===== config.mk =====
export PLATFORM = sky130hd
export DESIGN_NAME = key_press_detector_flat
export DESIGN_NICKNAME = d
export VERILOG_FILES = /design/src/rtl/key_press_detector_if.sv /design/src/rtl/key_press_detector.sv /design/src/flat_wrapper.sv
export SDC_FILE = /design/constraint.sdc
export NUM_CORES = 1
export LEC_CHECK = 0
export CELL_PAD_IN_SITES_DETAIL_PLACEMENT = 2
export CELL_PAD_IN_SITES_GLOBAL_PLACEMENT = 2
export CORE_ASPECT_RATIO = 0.9
export CORE_MARGIN = 3
export CORE_UTILIZATION = 25
export CTS_CLUSTER_DIAMETER = 50
export CTS_CLUSTER_SIZE = 40
export DETAILED_ROUTE_END_ITERATION = 16
export PLACE_DENSITY = 0.69
export SKIP_CTS_REPAIR_TIMING = 1
export SYNTH_ARGS = -nofsm -noshare
export SYNTH_HDL_FRONTEND = slang
export SYNTH_SLANG_ARGS = --single-unit

===== constraint.sdc =====
create_clock -name clk -period 1.9 [get_ports clk]
set_input_delay 0.19 -clock clk [delete_from_list [all_inputs] [get_ports clk]]
set_output_delay 0.19 -clock clk [all_outputs]
set_load 0.05 [all_outputs]

===== src/rtl/key_press_detector_if.sv =====
// key_press_detector_if: raw key levels in, debounced pulses and held levels out
interface key_press_detector_if #(
  parameter int NUM_KEYS = 4
);
  logic [NUM_KEYS-1:0] key_sync;
  logic [NUM_KEYS-1:0] press_pulse;
  logic [NUM_KEYS-1:0] release_pulse;
  logic [NUM_KEYS-1:0] held;
  modport master (output key_sync, input press_pulse, release_pulse, held);
  modport slave (input key_sync, output press_pulse, release_pulse, held);
endinterface


===== src/rtl/key_press_detector.sv =====
// key_press_detector: per-lane debouncer emitting press/release pulses and a held level
module key_press_detector #(
  parameter int NUM_KEYS        = 4,
  parameter int DEBOUNCE_CYCLES = 4,
  parameter bit ACTIVE_LOW      = 1'b1
) (
  input  logic                 clk,
  input  logic                 reset,
  key_press_detector_if.slave  bus
);
  localparam int CW = $clog2(DEBOUNCE_CYCLES);
  localparam logic [CW-1:0] LAST = CW'(DEBOUNCE_CYCLES - 1);
  typedef enum logic [1:0] {IDLE, PRESS_WAIT, PRESSED, RELEASE_WAIT} state_t;
  logic [NUM_KEYS-1:0] k, press_v, release_v, held_v;
  assign k = bus.key_sync ^ {NUM_KEYS{ACTIVE_LOW}};
  for (genvar i = 0; i < NUM_KEYS; i++) begin : g_lane
    state_t state_q, state_d;
    logic [CW-1:0] cnt_q, cnt_d;
    logic press_q, press_d, release_q, release_d, held_q, held_d;
    always_comb begin
      state_d   = state_q;
      cnt_d     = cnt_q;
      press_d   = 1'b0;
      release_d = 1'b0;
      case (state_q)
        IDLE: if (k[i]) begin
          state_d = PRESS_WAIT;
          cnt_d   = CW'(1);
        end
        PRESS_WAIT: if (!k[i]) begin
          state_d = IDLE;
          cnt_d   = '0;
        end else if (cnt_q == LAST) begin
          state_d = PRESSED;
          press_d = 1'b1;
        end else cnt_d = cnt_q + 1'b1;
        PRESSED: if (!k[i]) begin
          state_d = RELEASE_WAIT;
          cnt_d   = CW'(1);
        end
        RELEASE_WAIT: if (k[i]) begin
          state_d = PRESSED;
          cnt_d   = '0;
        end else if (cnt_q == LAST) begin
          state_d   = IDLE;
          release_d = 1'b1;
        end else cnt_d = cnt_q + 1'b1;
      endcase
      held_d = (state_d == PRESSED) || (state_d == RELEASE_WAIT);
    end
    always_ff @(posedge clk) begin
      if (reset) begin
        state_q   <= IDLE;
        cnt_q     <= '0;
        press_q   <= 1'b0;
        release_q <= 1'b0;
        held_q    <= 1'b0;
      end else begin
        state_q   <= state_d;
        cnt_q     <= cnt_d;
        press_q   <= press_d;
        release_q <= release_d;
        held_q    <= held_d;
      end
    end
    assign press_v[i]   = press_q;
    assign release_v[i] = release_q;
    assign held_v[i]    = held_q;
  end
  assign bus.press_pulse   = press_v;
  assign bus.release_pulse = release_v;
  assign bus.held          = held_v;
endmodule


===== src/flat_wrapper.sv =====
// flat-port wrapper written by rule: the top's interface ports become plain ports
module key_press_detector_flat 
#(
  parameter int NUM_KEYS        = 4,
  parameter int DEBOUNCE_CYCLES = 4,
  parameter bit ACTIVE_LOW      = 1'b1
)
  (clk, reset, bus_key_sync, bus_press_pulse, bus_release_pulse, bus_held);
  key_press_detector_if #(.NUM_KEYS(NUM_KEYS)) bus_i ();
  input  logic clk;
  input  logic reset;
  input wire logic [$bits(bus_i.key_sync)-1:0] bus_key_sync;
  output wire logic [$bits(bus_i.press_pulse)-1:0] bus_press_pulse;
  output wire logic [$bits(bus_i.release_pulse)-1:0] bus_release_pulse;
  output wire logic [$bits(bus_i.held)-1:0] bus_held;
  assign bus_i.key_sync = bus_key_sync;
  assign bus_press_pulse = bus_i.press_pulse;
  assign bus_release_pulse = bus_i.release_pulse;
  assign bus_held = bus_i.held;
  key_press_detector #(.NUM_KEYS(NUM_KEYS), .DEBOUNCE_CYCLES(DEBOUNCE_CYCLES), .ACTIVE_LOW(ACTIVE_LOW)) u_core (.clk(clk), .reset(reset), .bus(bus_i));
endmodule

== Yosys cells after proc, flatten, opt, wreduce, memory -nomap -nowiden ==
Index checks and enable logic that the tools add are counted.
Cells by class
  bitwise operators: 13
  add/subtract/negate cells: 4
  reductions and logical operators: 20
  multiplexer cells: 56
  equality and inequality tests: 32
Operators with widths (number)
  $mux W2: 44
  $pmux W2 S4: 8
  $eq A2 B2 Y1 const B: 20
  $reduce_or A3 Y1: 8
  $not A1 Y1: 12
  $add A2 B1 Y2 const B: 4
  $eq A2 B1 Y1 const B: 4
  $logic_not A2 Y1: 4
  $ne A2 B1 Y1 const B: 4
  $ne A2 B2 Y1 const B: 4
  $reduce_and A2 Y1: 4
  $logic_or A1 B1 Y1: 4
  $mux W1: 4
  $not A4 Y4: 1
Word-level totals
  register bits after elaboration: 28
  output and inout bits: 12
  word-level logic and storage cells: 145

== Depth between registers and ports, before layout ==
  depth in word-level cells: 6
  mapped depth: 4
  depth with buffers taken out: 3

== Worst setup path after synthesis ==
Ideal clock, no wire load.
  path kind: register -> register
  from: reg u_core.g_lane[3].state_q[1]
  to: reg u_core.g_lane[3].cnt_q[1]
  setup slack: 0.778 ns
  required time: 1.805 ns
  buffers on the path: 0
  cell stages (with the launch flop): 4
  data arrival time: 1.026 ns
  path through: dfxtp_1 -> xnor2_1 -> or4b_1 -> o311ai_1
Between the ends
  cells in the longest elaborated chain, start to end: 3
  elaborated cells between the ends (all ways): 8
  classes of those cells: eq/ne (5); mux (1); reduce/logical (2)
Ends and longest elaborated chain
  start: declaration: RTL line key_press_detector.sv:17  | state_t state_q, state_d;
  start signal: assignment: RTL line key_press_detector.sv:59  | state_q <= state_d;
  $eq A2 B2 Y1 / $logic_not A2 Y1 (equally long branches): RTL line key_press_detector.sv:25  | case (state_q)
  $ne A2 B2 Y1 (no source line) / $ne A2 B1 Y1 (equally long branches)
  $reduce_and A2 Y1 (no source line)
  end signal: assignment: RTL line key_press_detector.sv:60  | cnt_q <= cnt_d;
  end: declaration: RTL line key_press_detector.sv:18  | logic [CW-1:0] cnt_q, cnt_d;
Parallel ways exist; a longest one is shown, timed or not.
A chain may end at the register's enable or synchronous reset.

== Final worst setup path ==
  from: reg u_core.g_lane[2].held_q
  to: out bus_held[2]
RTL lines
  start: declaration: RTL line key_press_detector.sv:19  | logic press_q, press_d, release_q, release_d, held_q, held_d;
  start signal: assignment: RTL line key_press_detector.sv:63  | held_q <= held_d;
  end: declaration: RTL line flat_wrapper.sv:15  | output wire logic [$bits(bus_i.held)-1:0] bus_held;
No word-level cell between the ends.

==> results.md <==
- Status: complete, no violations
- Setup crit start kind: flop
- Sequential share of power: 57.7%
- Final TNS setup: 0 ns
- Vias in the first global route: 853
- Syn nets: 122
- Setup slack, reg-to-reg: 0.67 ns
- Avg Vias per Cell: around 4.8
- Final worst-path cycle share: 90.3%
- Rows: 21
- Core area: 3920 um^2
- Lkg Pwr: 0.473 nW
- CP max stage delay: 0.84 ns
- Power per cell area: approximately 780 nW/um^2
- GRT Overall Usage: 9.52%
- Total congestion overflow: 0
- Most frequent cells in the layout: dfxtp_1 (26), clkdlybuf4s50_1 (17), nand2_1 (8), nor2_1 (8)
- Logic pwr share: around 6.5%
- Number of synthesized flops with an enable pin: 0
- FMAX: approximately 0.58 GHz
- Slew HR: 65.9%
- DP Area: approximately 1200 um^2
- # clock sinks: 26
- Switching share of total power: between 20 and 25%
- Synth top area share: 48.7%
- Slew Viols, Final: 0
- Detail Placement HPWL: 1510 um
- Area leader, netlist: dfxtp_1
- Final hold vios: 0
- Layout Nets: 130
- Final Power: 0.000994 W
- Residual DRC: 0
- DRT Pass-1 Iters: 2
- Post-route ant nets: 0
- Crit path buf inv count: 1
- Netlist cell types: 21
- WP data required: 1.71 ns
- Register area share after synthesis: about half
- Worst hold path type: reg2reg
- Clock power share: 35.7%
- CP max stage cell: clkdlybuf4s50_1
- Initial antenna violation count: 0
- Layout Utilization: 32.5%
- Share of layout cells above drive strength 1: under 10%
- Post-Syn Area per Cell: 9.21 um^2
- CP max FO: 5
- Worst path arrival time: 1.53 ns
- Top post-synthesis cells by area: dfxtp_1 (49%), buf_4 (8.4%), nand4b_1 (5.7%), or4b_1 (3.7%), nand3_1 (3.3%)
- # port buffers: 17
- Via count: 807
- Flops & latches, synth: 26
- Number of max-cap violations: 0
- Area grow syn2layout: 19.1%
- Die X: 74.9 um
- Critical path endpoint category: primary output
- Post-route cell area: 1270 um^2
- Clk root buf: clkbuf_8
- Largest net degree at the start of global routing: 26
- RSZ-0062 raised after global routing: no
- Routed Wire Length: 2100 um
- Asr flop ratio synth: 0%
- Crit path kind: reg2out
- Crit path max-delay family: buffers and inverters
- Largest buffer count on any clock path: 2
- Drt wl/cell: 12.4 um
- Number of H-tree levels: 1
- N_diodes: 0
- Top FF cell, synth: dfxtp_1
- Count of final setup violators: 0
- Yosys warnings: 0
- IO Count: 18
- Gp weighted congestion: 0.776
- Min Tclk post-route: 1.72 ns
- Sw power: 0.000218 W
- Int Pwr: 0.000775 W
- CTS tree: yes
- Starting Density: 27.3%
- Total CTS buffers: 3
- Peak supply drop: 0.275 mV
- Most common cell after layout, fill and taps aside: dfxtp_1
- Setup Skew: 0.00751 ns
- Worst-Skew Late Latency: 0.27 ns
- Worst-path clk slew: 0.09 ns
- Die H: 68.0 um
- Die area: ~5100 um^2
- Slew @ Worst Pin: 0.509 ns
- Post-Syn Area: roughly 1100 um^2
- DRT iter0 DRCs: 35
- First-pass GRT wire length: 3680 um
- Post-synthesis cell count: roughly 120
- Cell-by-cell trace of the critical path: clkdlybuf4s50_1
## flip-flops by register name, indices dropped and copies added, names as in the netlist
name	count
u_core.g_lane.state_q	7
u_core.g_lane.cnt_q	8
u_core.g_lane.press_q	4
u_core.g_lane.held_q	3
u_core.g_lane.release_q	4
## power groups by stage
stage | logic (W) | clock network (W) | registers, W
after floorplan | 0.0000384 | 0 | 0.000582
after global placement | 0.0000627 | 0 | 0.000585
after detailed placement | 0.0000657 | 0 | 0.000586
after CTS | 0.0000665 | 0.000373 | 0.000574
after global routing | 0.0000742 | 0.000394 | 0.000577
final | 0.0000650 | 0.000355 | 0.000573
## synthesized netlist by cell type, types with 4 or more instances
library cell,instances
nand2b_1,4
nor4_1,4
nor2_1,8
inv_1,7
dfxtp_1,26
buf_4,12
nand4b_1,7
nand2_1,8
nand3_1,7
or4b_1,4
a21oi_1,4
nor3_1,5
o21ai_0,4
xnor2_1,4
## layer usage
layer | global-route usage (%) | up-vias | part of all wire (%)
met5 | 0 | - | 0
met4 | 3.33 | 0 | 1.3
met3 | 3.08 | 4 | 4.0
met2 | 15.0 | 14 | 44
met1 | 12.2 | 384 | 51
li1 | - | 405 | -
## cells by family (layout without fill, tap and decap cells)
family	Yosys count	count (layout)	share of synthesized area, %
mux	3	3	2.81
buf+inv	23	30	12.4
simple gates	48	48	26.0
flops	26	26	48.7
xor+xnor	5	5	4.10
compound gates	11	11	5.97
## cell type report
class,instances,area [um^2]
flip-flops and latches,26,520
clock buffers,4,55.1
fillers,431,2640
repair buffers,19,198
well taps,46,57.6
multi-input cells,67,415
inverters,7,26.3
## metrics by stage
step                hold WS [ns]  instances  worst slack [ns]
global placement           0.485        165             0.343
finish                     0.504        169             0.184
detailed placement         0.492        165             0.296
global route               0.539        169             0.120
floorplan                  0.269        116             0.778
CTS                        0.510        169             0.172
## worst paths after layout
kind | start | end | cells after the start
worst max-delay path | u_core.g_lane[2].held_q | bus_held[2] | 1
worst min-delay path | u_core.g_lane[1].state_q[1] | u_core.g_lane[1].release_q | 2
worst max register to register | u_core.g_lane[3].state_q[1] | u_core.g_lane[3].cnt_q[1] | 3
worst min register to register | u_core.g_lane[1].state_q[1] | u_core.g_lane[1].release_q | 2
Note: power is estimated with default switching activity, not from simulation.
